$ cat src/rtl/port_timer_pkg.sv
// port_timer_pkg: register offsets, CTRL/STATUS bit positions and FSM states for port_timer
package port_timer_pkg;
  localparam logic [7:0] OFF_CTRL   = 8'd0;
  localparam logic [7:0] OFF_RLD_LO = 8'd1;
  localparam logic [7:0] OFF_RLD_HI = 8'd2;
  localparam logic [7:0] OFF_CNT_LO = 8'd3;
  localparam logic [7:0] OFF_CNT_HI = 8'd4;
  localparam logic [7:0] OFF_STATUS = 8'd5;
  localparam logic [7:0] OFF_PRESC  = 8'd6;
  localparam int CTRL_EN    = 0;
  localparam int CTRL_AUTO  = 1;
  localparam int CTRL_IE    = 2;
  localparam int STATUS_EXP = 0;
  typedef enum logic [1:0] {IDLE, RUN, DONE} state_t;
endpackage

$ cat src/rtl/port_timer_presc.sv
// port_timer_presc: tick generator with period presc+1 clocks, built only with PORT_TIMER_PRESCALER_EN
`ifdef PORT_TIMER_PRESCALER_EN
module port_timer_presc (
  input  logic       clk,
  input  logic       rst,
  input  logic       restart,
  input  logic [7:0] presc,
  output logic       tick
);
  logic [7:0] pcnt;
  assign tick = pcnt == '0;
  always_ff @(posedge clk or negedge rst)
    if (!rst) pcnt <= '0;
    else pcnt <= (restart || tick) ? presc : pcnt - 8'd1;
endmodule
`endif

$ cat src/rtl/port_timer.sv
// port_timer: port-mapped 16-bit down-count timer with interrupt; PORT_TIMER_PRESCALER_EN adds a tick prescaler
module port_timer
  import port_timer_pkg::*;
#(
  parameter logic [7:0] BASE_ADDR = 8'h10
) (
  input  logic       clk,
  input  logic       rst,
  input  logic [7:0] port_id,
  input  logic [7:0] port_in,
  output logic [7:0] port_out,
  input  logic       wen,
  input  logic       ren,
  output logic       interrupt,
  input  logic       interrupt_ack
);
  state_t state;
  logic [2:0] ctrl;
  logic [7:0] off, shadow, snap, presc, rdata;
  logic [15:0] rld, rld_next, cnt;
  logic exp, exp_pend, tick, wr_ctrl, commit, w1c, start, expire;
  assign off = port_id - BASE_ADDR;
  assign wr_ctrl = wen && off == OFF_CTRL;
  assign commit = wen && off == OFF_RLD_HI;
  assign w1c = wen && off == OFF_STATUS && port_in[STATUS_EXP];
  assign start = wr_ctrl && port_in[CTRL_EN] && state != RUN;
  assign rld_next = commit ? {port_in, shadow} : rld;
  assign expire = state == RUN && tick && cnt == '0;
  assign interrupt = exp_pend && ctrl[CTRL_IE];
`ifdef PORT_TIMER_PRESCALER_EN
  always_ff @(posedge clk or negedge rst)
    if (!rst) presc <= '0;
    else if (wen && off == OFF_PRESC) presc <= port_in;
  port_timer_presc u_presc (.clk(clk), .rst(rst), .restart(start), .presc(presc), .tick(tick));
`else
  assign presc = '0;
  assign tick = 1'b1;
`endif
  always_comb begin
    rdata = '0;
    case (off)
      OFF_CTRL:   rdata = {5'd0, ctrl};
      OFF_CNT_LO: rdata = cnt[7:0];
      OFF_CNT_HI: rdata = snap;
      OFF_STATUS: rdata = {7'd0, exp};
      OFF_PRESC:  rdata = presc;
      default:    rdata = '0;
    endcase
  end
  always_ff @(posedge clk or negedge rst)
    if (!rst) begin
      state <= IDLE;
      ctrl <= '0;
      shadow <= '0;
      rld <= '0;
      cnt <= '0;
      snap <= '0;
      exp <= 1'b0;
      exp_pend <= 1'b0;
      port_out <= '0;
    end else begin
      port_out <= rdata;
      if (wen && off == OFF_RLD_LO) shadow <= port_in;
      if (commit) rld <= rld_next;
      // high byte frozen alongside the low-byte read for a coherent 16-bit sample
      if (ren && off == OFF_CNT_LO) snap <= cnt[15:8];
      if (wr_ctrl) ctrl <= port_in[2:0];
      if (start) begin
        state <= RUN;
        cnt <= rld;
      end else if (wr_ctrl && !port_in[CTRL_EN] && state == RUN) state <= IDLE;
      else if (expire) begin
        if (ctrl[CTRL_AUTO]) cnt <= rld_next;
        else begin
          state <= DONE;
          ctrl[CTRL_EN] <= 1'b0;
        end
      end else if (state == RUN && tick) cnt <= cnt - 16'd1;
      exp <= expire || (exp && !w1c);
      exp_pend <= expire || (exp_pend && !(w1c || interrupt_ack));
    end
endmodule
$ cat config.mk
export PLATFORM = sky130hd
export DESIGN_NAME = port_timer
export DESIGN_NICKNAME = d
export VERILOG_FILES = /design/src/rtl/port_timer_pkg.sv /design/src/rtl/port_timer_presc.sv /design/src/rtl/port_timer.sv
export SDC_FILE = /design/constraint.sdc
export NUM_CORES = 1
export LEC_CHECK = 0
export BUFFER_PORTS_ARGS = -buffer_cell sky130_fd_sc_hd__buf_2
export CORE_ASPECT_RATIO = 0.8
export CORE_MARGIN = 1
export CORE_UTILIZATION = 30
export CTS_CLUSTER_SIZE = 40
export DETAILED_ROUTE_END_ITERATION = 8
export PLACE_DENSITY = 0.43
export SKIP_LAST_GASP = 1
export SYNTH_ARGS = -nofsm -noshare
export SYNTH_HDL_FRONTEND = slang
export SYNTH_HIERARCHICAL = 1
export SYNTH_SLANG_ARGS = --single-unit
$ cat constraint.sdc
create_clock -name clk -period 5.8 [get_ports clk]
set_clock_uncertainty 0.05 [all_clocks]
set_input_delay 0.58 -clock clk [delete_from_list [all_inputs] [get_ports clk]]
set_output_delay 0.58 -clock clk [all_outputs]
set_load 0.01 [all_outputs]
== Word-level counts from Yosys, hierarchy flattened ==
Cells that the tools add are included.

* Add/sub/neg operators: 2
* Equality and inequality tests: 10
* Mux-type cells: 16
* Reductions and logical operators: 26

{| class="wikitable"
|+ Operators by type and width
! operator !! number
|-
| 16-bit 2-to-1 mux || 6
|-
| 8-bit case mux with 4 select lines || 1
|-
| 8-bit by 2-bit == test with 1-bit output (second input constant) || 2
|-
| 8-bit by 3-bit == test with 1-bit output (second input constant) || 2
|-
| 16-bit zero test || 1
|-
| 16-bit by 1-bit subtractor with 16-bit output (second input constant) || 1
|-
| 1-bit logical AND || 14
|-
| 8-bit by 1-bit == test with 1-bit output (second input constant) || 1
|-
| 8-bit zero test || 1
|-
| 2-bit 2-to-1 mux || 4
|-
| 8-bit by 5-bit subtractor with 8-bit output (second input constant) || 1
|-
| 3-bit nonzero test || 2
|-
| 1-bit 2-to-1 mux || 5
|-
| 1-bit zero test || 3
|-
| 1-bit logical OR || 3
|-
| 3-bit by 1-bit != test with 1-bit output (second input constant) || 1
|-
| 3-bit != test (second input constant) || 1
|-
| 3-bit AND reduction || 1
|-
| 2-bit by 1-bit == test with 1-bit output (second input constant) || 1
|-
| 2-bit by 1-bit != test with 1-bit output (second input constant) || 1
|-
| 2-bit != test (second input constant) || 1
|-
| 2-bit AND reduction || 1
|}

* Bits in registers: 63
* Bits of input ports: 21
* Output and inout bits: 9

== Logic depth before layout (Yosys ltp) ==
Gate-level depths: netlist of the first run.

* Word-level depth: 8
* Gate-level depth with buffers: 10
* Mapped depth without buffers: 8

== Least setup slack after synthesis of the first run ==
OpenSTA, ideal clock, no wires.

* Path kind: in2reg
* Start: input port_id[1]
* End: register cnt[11]
* Data arrival time: 1995 ps
* Slack: 3628 ps
* Cell stages on the path: 8
* Buffers on the path: 2
* Path through: nor4b_2 > nand3_1 > mux2i_1 > or2_1 > buf_4 > buf_6 > a22oi_1 > o21ai_1

* Longest elaborated chain between the ends: 8
* Elaborated cells on any way between the ends: 18
* Classes of those cells: add/sub (1); eq/ne (3); mux (5); reduce/logical (9)

{| class="wikitable"
|+ Ends and longest elaborated chain
! item !! line !! text
|-
| start: declaration || port_timer.sv:9 || <nowiki>input logic [7:0] port_id,</nowiki>
|-
| 8-bit by 5-bit subtractor with 8-bit output (*) || port_timer.sv:22 || <nowiki>assign off = port_id - BASE_ADDR;</nowiki>
|-
| 8-bit by 2-bit == test with 1-bit output || port_timer.sv:24 || <nowiki>assign commit = wen && off == OFF_RLD_HI;</nowiki>
|-
| 1-bit logical AND || port_timer.sv:24 ||
|-
| 16-bit 2-to-1 mux || port_timer.sv:27 || <nowiki>assign rld_next = commit ? {port_in, shadow} : rld;</nowiki>
|-
| 16-bit 2-to-1 mux || port_timer.sv:73 || <nowiki>if (ctrl[CTRL_AUTO]) cnt <= rld_next;</nowiki>
|-
| 16-bit 2-to-1 mux || port_timer.sv:72 || <nowiki>else if (expire) begin</nowiki>
|-
| 16-bit 2-to-1 mux || port_timer.sv:71 || <nowiki>end else if (wr_ctrl && !port_in[CTRL_EN] && state == RUN) state <= IDLE;</nowiki>
|-
| 16-bit 2-to-1 mux || port_timer.sv:68 || <nowiki>if (start) begin</nowiki>
|-
| end signal: assignment || port_timer.sv:70 || <nowiki>cnt <= rld;</nowiki>
|-
| end signal: assignment || port_timer.sv:73 ||
|-
| end signal: assignment || port_timer.sv:78 || <nowiki>end else if (state == RUN && tick) cnt <= cnt - 16'd1;</nowiki>
|-
| end: declaration || port_timer.sv:20 || <nowiki>logic [15:0] rld, rld_next, cnt;</nowiki>
|}

Every way passes the cells marked *; elsewhere a longest branch is shown, timed or not. The select of a mux whose other input is x is not followed.
A chain may end at the register's enable or synchronous reset.

== Worst setup path after layout of the first run ==
* Start: register state[1]
* End: register cnt[7]

* Longest elaborated chain between the ends: 5
* Elaborated cells on any way between the ends: 12
* Classes of those cells: eq/ne (4); mux (3); reduce/logical (5)

{| class="wikitable"
|+ Ends and longest elaborated chain
! item !! line !! text
|-
| start: declaration || port_timer.sv:17 || <nowiki>state_t state;</nowiki>
|-
| start signal: assignment || port_timer.sv:52 || <nowiki>state <= IDLE;</nowiki>
|-
| start signal: assignment || port_timer.sv:69 || <nowiki>state <= RUN;</nowiki>
|-
| start signal: assignment || port_timer.sv:71 ||
|-
| 2-bit by 1-bit == test with 1-bit output || port_timer.sv:28, port_timer.sv:71, port_timer.sv:78 ||
|-
| 1-bit logical AND || port_timer.sv:28 || <nowiki>assign expire = state == RUN && tick && cnt == '0;</nowiki>
|-
| 16-bit 2-to-1 mux || port_timer.sv:72 ||
|-
| 16-bit 2-to-1 mux || port_timer.sv:71 ||
|-
| 16-bit 2-to-1 mux || port_timer.sv:68 ||
|}

Parallel ways exist; a longest one is shown, timed or not. The select of a mux whose other input is x is not followed.

==> out/summary.txt, run 1 <==
Post-synth top flop = dfrtp_1
Crit-path cells = nor2b_1 -> nand4_2 -> nor3_2 -> or2_1 -> o21bai_1 -> a21boi_1
GRT Residual Overflow = 0
Via Count = 2500
RSZ-0062 raised after global routing = no
Max Cap Viol = 0
CTS Buffer Depth = 2
Seq cells post-synth = 63
Root cell of the clock tree = clkbuf_16
Vias in the first global route = 2507
Worst VDD drop = 0.158 mV
Width of the chip = 118 um
CTS tree = done
DP Wirelength = 5920 um
First-pass GRT wire length = 14500 um
Antenna violations before repair = 0
Num rows = 33
Final Setup Violations = 0
Fin. max-slew vios = 0
Slew margin rel. = 0.313
Core Area = 10400 um2
Minimum clock period = 2.81 ns
Slew @ Worst Pin = 1.03 ns
I/O Buffers = 29
Num CTS Buffers = 9
Sequential area share after synthesis = 0.486
Antenna Cells = 0
Max H-tree Level = 3
Most common cell after layout, fill and taps aside = nand2_1
Cell area after synthesis = 3240 um2
Clock slew at reported path FFs = 0.05 ns
Setup TNS = 0 ns
Hold Fails Final Rpt = 0
Tcrit/Tclk final = 0.484
Crit. End Element = register
Syn Inst Count = 324
CP Launch Type = register
Syn_area_per_cell = 10.0 um2
Die height = 95.0 um
Most frequent cells in the layout = 69 x nand2_1, 63 x dfrtp_1, 29 x buf_2
Clock sinks = 63
1st-pass router iterations = 4
Clock Latency Late Sink = 0.33 ns
Starting Density = 0.313
Largest net degree at the start of global routing = 64
Worst R2R Start = state[1]
Leak = 1.81 nW
CP peak stage delay = 0.61 ns
DRT iter0 DRCs = 128
P per Cell Area = 412 nW/um2
Remaining DRCs = 0
Synth-to-Final Area Change = 16.7%
Post-synth EDFFs = 0
Worst Hold Class = in -> async
Detailed-route wire length = 8700 um
Die area = 11200 um2
Reg2reg setup slack = 2.99 ns
Final #Nets = 371
Total GRT Usage = 0.174
R2R Path End = cnt[7]
Post-CTS Setup Inserts = 0
Crit path required time = 5.92 ns
Gpl congestion = 0.776
Fmax = 356 MHz
Synthesis Warnings = 6
Tot Pwr = 1.56 mW
Share of cells above drive strength 1 = 0.227
WP data arrival = 2.93 ns
Worst-path fanout max = 16
Setup Crit Path Kind = reg -> reg
CTS resizes = 0
I/O Pins = 30
Slowest CP cell = or2_1
Worst reg-to-reg path cell count = 6
Yosys cell types = 56
Synthesized Nets = 347
Async S/R FF share, synth = 1.00
Routed Antenna Nets = 0
Finished Layout Cells = 493
Inst Count DP = 477
Routed len/inst = 17.6 um
Average vias per placed instance = 5.07
Hold-fix buffers, CTS = 0
Outcome = finished, final reports clean
worst max-delay path, delay by kind of cell (launching register included):
family,cells,cell delay [ns]
flops,1,0.39
compound gates,2,0.32
simple gates,4,1.87
synthesized netlist by cell type, drive strengths merged, types with 2 or more instances:
| library cell | n | area share |
|---|---|---|
| clkbuf | 7 | 0.0081 |
| o211ai | 5 | 0.012 |
| nor2b | 3 | 0.0058 |
| dfrtp | 63 | 0.49 |
| or2 | 3 | 0.0058 |
| xnor2 | 3 | 0.0081 |
| nor4 | 8 | 0.027 |
| ha | 2 | 0.0077 |
| nor4b | 3 | 0.017 |
| a22oi | 3 | 0.0069 |
| buf | 11 | 0.024 |
| nand2b | 4 | 0.0077 |
| inv | 5 | 0.0058 |
| and2 | 3 | 0.0058 |
| nor2 | 14 | 0.016 |
| nor3b | 2 | 0.0062 |
| mux2 | 18 | 0.062 |
| o31ai | 6 | 0.017 |
| a31oi | 4 | 0.0077 |
| or3 | 5 | 0.0096 |
| mux2i | 2 | 0.0062 |
| a22o | 5 | 0.013 |
| xor2 | 6 | 0.016 |
| nand3 | 15 | 0.026 |
| nand2 | 70 | 0.083 |
| a21oi | 9 | 0.014 |
| nand4 | 7 | 0.015 |
| nor3 | 7 | 0.015 |
| a222oi | 2 | 0.0062 |
| o21ai | 16 | 0.025 |
kinds of logic after synthesis:
kind of cell    count (synthesis)  synth area share
mux                            20            0.0686
simple gates                  149             0.254
buf+inv                        23            0.0374
xor+xnor                        9            0.0243
fa+ha+maj                       2           0.00771
compound gates                 58             0.122
flops                          63             0.486
per-stage QoR:
| step | hold WS [ns] | util | setup WS [ns] | instance area [um2] |
|---|---|---|---|---|
| after floorplan | 0.234 | - | 3.63 | 3240 |
| after global placement | 0.413 | 0.336 | 2.89 | 3480 |
| after detailed placement | 0.414 | 0.336 | 2.80 | 3480 |
| after CTS | 0.428 | 0.365 | 2.95 | 3790 |
| after global routing | 0.436 | 0.365 | 2.79 | 3790 |
| final | 0.378 | 0.365 | 2.99 | 3790 |
layer usage:
| layer | track usage | vias to the layer above | wire length (um) |
|---|---|---|---|
| met3 | 0.0425 | 7 | 458 |
| li1 | - | 1212 | - |
| met1 | 0.263 | 1215 | 4710 |
| met2 | 0.239 | 66 | 3420 |
| met5 | 0 | - | 0 |
| met4 | 0.0577 | 0 | 107 |
final cells by class:
cell class	count	area (um2)
Timing Repair Buffer	31	160
Sequential cell	63	1580
Tap cell	140	175
Clock buffer	13	270
Multi-Input combinational cell	238	1550
Clock inverter	3	40.0
Fill cell	1072	6580
Inverter	5	18.8
worst max path at each step:
stage	start	endpoint	slack [ns]	cells after the start
after floorplan	port_id[1]	cnt[11]	3.63	8
after global placement	port_id[1]	cnt[7]	2.89	7
after detailed placement	port_id[1]	cnt[5]	2.80	7
after CTS	state[1]	cnt[7]	2.95	6
after global routing	state[1]	cnt[7]	2.79	6
final	state[1]	cnt[7]	2.99	6
state kept, by name (all words and copies together), names as in the netlist:
register	cells
cnt	16
rld	16
port_out	8
shadow	8
snap	8
ctrl	3
state	2
exp	1
exp_pend	1
where the power goes:
group / switching, mW / internal (mW) / leakage, nW
sequential: 0.125 / 0.498 / 0.856
combinational: 0.213 / 0.171 / 0.799
clock: 0.189 / 0.366 / 0.156
Note: power is estimated with default switching activity, not from simulation.
==> inputs of run 2 (changes only) <==
==> constraint.sdc (replaced) <==
create_clock -name clk -period 2.9 [get_ports clk]
set_clock_uncertainty 0.05 [all_clocks]
set_input_delay 0.29 -clock clk [delete_from_list [all_inputs] [get_ports clk]]
set_output_delay 0.29 -clock clk [all_outputs]
set_load 0.01 [all_outputs]
==> run 2 against run 1 <==
  * Sequential share of layout area fell by 1.1 points
  * Global-route usage rose by 0.40 points
  * Critical path depth fell by 1
  * Flip-flop and latch count did not move
  * Register-to-register slack got worse by 2.6 ns
  * Utilization rose by 0.98 points
  * Setup slack got worse by 2.6 ns
  * Clock power rose by 100%
  * Non-clock buffer count rose by 12
  * Sequential power rose by 94%
  * Total power rose by 100%
  * First-iteration DRC count rose by 26%
==> out/summary.txt, run 2 (synthesized netlist as in run 1, its figures left out) <==
Outcome = finished, final reports clean (unchanged)
Most frequent cells in the layout = 69 x nand2_1, 63 x dfrtp_1, 29 x buf_2 (unchanged)
Max H-tree Level = 3 (unchanged)
First-pass GRT wire length = 14800 um (was 14500 um)
Post-CTS Setup Inserts = 0 (unchanged)
Synth-to-Final Area Change = 19.9% (was 16.7%)
Vias in the first global route = 2604 (was 2507)
Num rows = 33 (unchanged)
Routed Antenna Nets = 0 (unchanged)
Clock slew at reported path FFs = 0.05 ns (about the same)
DRT iter0 DRCs = 161 (was 128)
Detailed-route wire length = 9070 um (was 8700 um)
Via Count = 2526 (was 2500)
Worst-path fanout max = 24 (was 16)
Total GRT Usage = 0.178 (was 0.174)
Fin Hold WS = 0.157 ns (was 0.378 ns)
Most common cell after layout, fill and taps aside = nand2_1 (unchanged)
Starting Density = 0.313 (unchanged)
Clock Latency Late Sink = 0.33 ns (about the same)
Inst Count DP = 488 (was 477)
Routed len/inst = 18.0 um (was 17.6 um)
Top flop regs = cnt (16), rld (16) (unchanged)
Total area of sequential cells = 1580 um2 (unchanged)
Setup TNS = 0 ns (unchanged)
GRT Residual Overflow = 0 (unchanged)
Gpl congestion = 0.833 (was 0.776)
P per Cell Area = 812 nW/um2 (was 412 nW/um2)
Num CTS Buffers = 9 (unchanged)
Hold Fails Final Rpt = 0 (unchanged)
Tot Pwr = 3.16 mW (was 1.56 mW)
Crit. End Element = register (unchanged)
M1 GR Usage = 0.255 (was 0.263)
Worst VDD drop = 0.345 mV (was 0.158 mV)
Die area = 11200 um2 (unchanged)
# fillers = 1052 (was 1072)
Share of cells above drive strength 1 = 0.244 (was 0.227)
Fin. max-slew vios = 0 (unchanged)
CTS tree = done (unchanged)
Final #Nets = 383 (was 371)
Antenna violations before repair = 0 (unchanged)
Max Cap Viol = 0 (unchanged)
DP Wirelength = 6420 um (was 5920 um)
Setup Crit Path Kind = reg -> reg (unchanged)
Top Usage Layer GRT = met1 (unchanged)
1st-pass router iterations = 6 (was 4)
CP Launch Type = register (unchanged)
Root cell of the clock tree = clkbuf_16 (unchanged)
I/O Buffers = 29 (unchanged)
Width of the chip = 118 um (unchanged)
Largest net degree at the start of global routing = 34 (was 64)
Slew @ Worst Pin = 0.965 ns (was 1.03 ns)
Met2 Usage GRT = 0.253 (was 0.239)
Final Setup Violations = 0 (unchanged)
I/O Pins = 30 (unchanged)
Worst Hold Class = in -> reg (was in -> async)
CTS Buffer Depth = 2 (unchanged)
Clock sinks = 63 (unchanged)
Fmax = 403 MHz (was 356 MHz)
Antenna Cells = 0 (unchanged)
WP data arrival = 2.64 ns (was 2.93 ns)
Minimum clock period = 2.48 ns (was 2.81 ns)
Slew margin rel. = 0.357 (was 0.313)
Area of the multi-input gates = 1550 um2 (unchanged)
M3 GR Usage = 0.0544 (was 0.0425)
Finished Layout Cells = 505 (was 493)
Core Area = 10400 um2 (unchanged)
Post-layout util = 0.375 (was 0.365)
Die height = 95.0 um (unchanged)
Tcrit/Tclk final = 0.855 (was 0.484)
Remaining DRCs = 0 (unchanged)
RSZ-0062 raised after global routing = no (unchanged)
Average vias per placed instance = 5.00 (was 5.07)
Crit path required time = 3.06 ns (was 5.92 ns)
Leak = 1.87 nW (was 1.81 nW)
[run 2: changes by cell type in the layout (fill, tap and decap cells not counted)]
| cell | previous run | this run |
|---|---|---|
| bufinv_16 | 1 | 2 |
| buf_4 | 2 | 12 |
| clkbuf_8 | 3 | 0 |
| buf_12 | 0 | 1 |
| clkbuf_1 | 1 | 3 |
| dlygate4sd3_1 | 0 | 1 |
[run 2: worst paths after layout]
| check | start | to | slack (ns) | depth (start not counted) |
|---|---|---|---|---|
| min in group asynchronous | rst | port_out[0] | 0.51 | 2 |
| worst max-delay path | cnt[2] | cnt[4] | 0.42 | 5 |
| max in group asynchronous | rst | cnt[10] | 1.65 | 3 |
| worst min-delay path | port_in[7] | rld[15] | 0.16 | 3 |
| worst max register to register | cnt[2] | cnt[4] | 0.42 | 5 |
| worst min register to register | exp | exp | 0.42 | 2 |
[run 2: where the power goes]
part | internal (mW) | leakage, nW | switching [mW]
Sequential | 0.997 | 0.856 | 0.215
Clock | 0.750 | 0.151 | 0.380
Combinational | 0.370 | 0.866 | 0.447
[run 2: what timing repair did]
| action | 4_1_cts | 5_1_grt |
|---|---|---|
| resized for setup | 0 | 0 |
| endpoints found under the hold margin | 21 | 0 |
| hold buffers | 1 | 0 |
| endpoints found under the setup margin | 0 | 0 |
[run 2: cell type report]
class / instances / share of cell area
tap: 140 / 0.0450
inverter: 5 / 0.00483
clock inverter: 4 / 0.0180
clock buffer: 12 / 0.0608
timing repair buffer: 43 / 0.0682
multi-input combinational: 238 / 0.398
sequential: 63 / 0.405
[run 2: layer usage]
layer  share of wire  up-vias
li1                -     1224
met4           0.015        0
met1            0.50     1214
met2            0.41       77
met5               0        -
met3           0.072       11
[run 2: metrics by stage]
stage                     area, um2  setup slack, ns
after floorplan                3240            0.959
after global placement         3570            0.491
after detailed placement       3570            0.434
after CTS                      3890            0.415
after global routing           3890            0.220
final                          3890            0.421
[run 2: worst max-delay path, stage by stage, from the launching register on]
cell and delay, ns:
dfrtp_1 0.50, nor4_4 0.44, nand4_2 0.22, or2_1 0.62, o31ai_1 0.44, o31ai_2 0.10
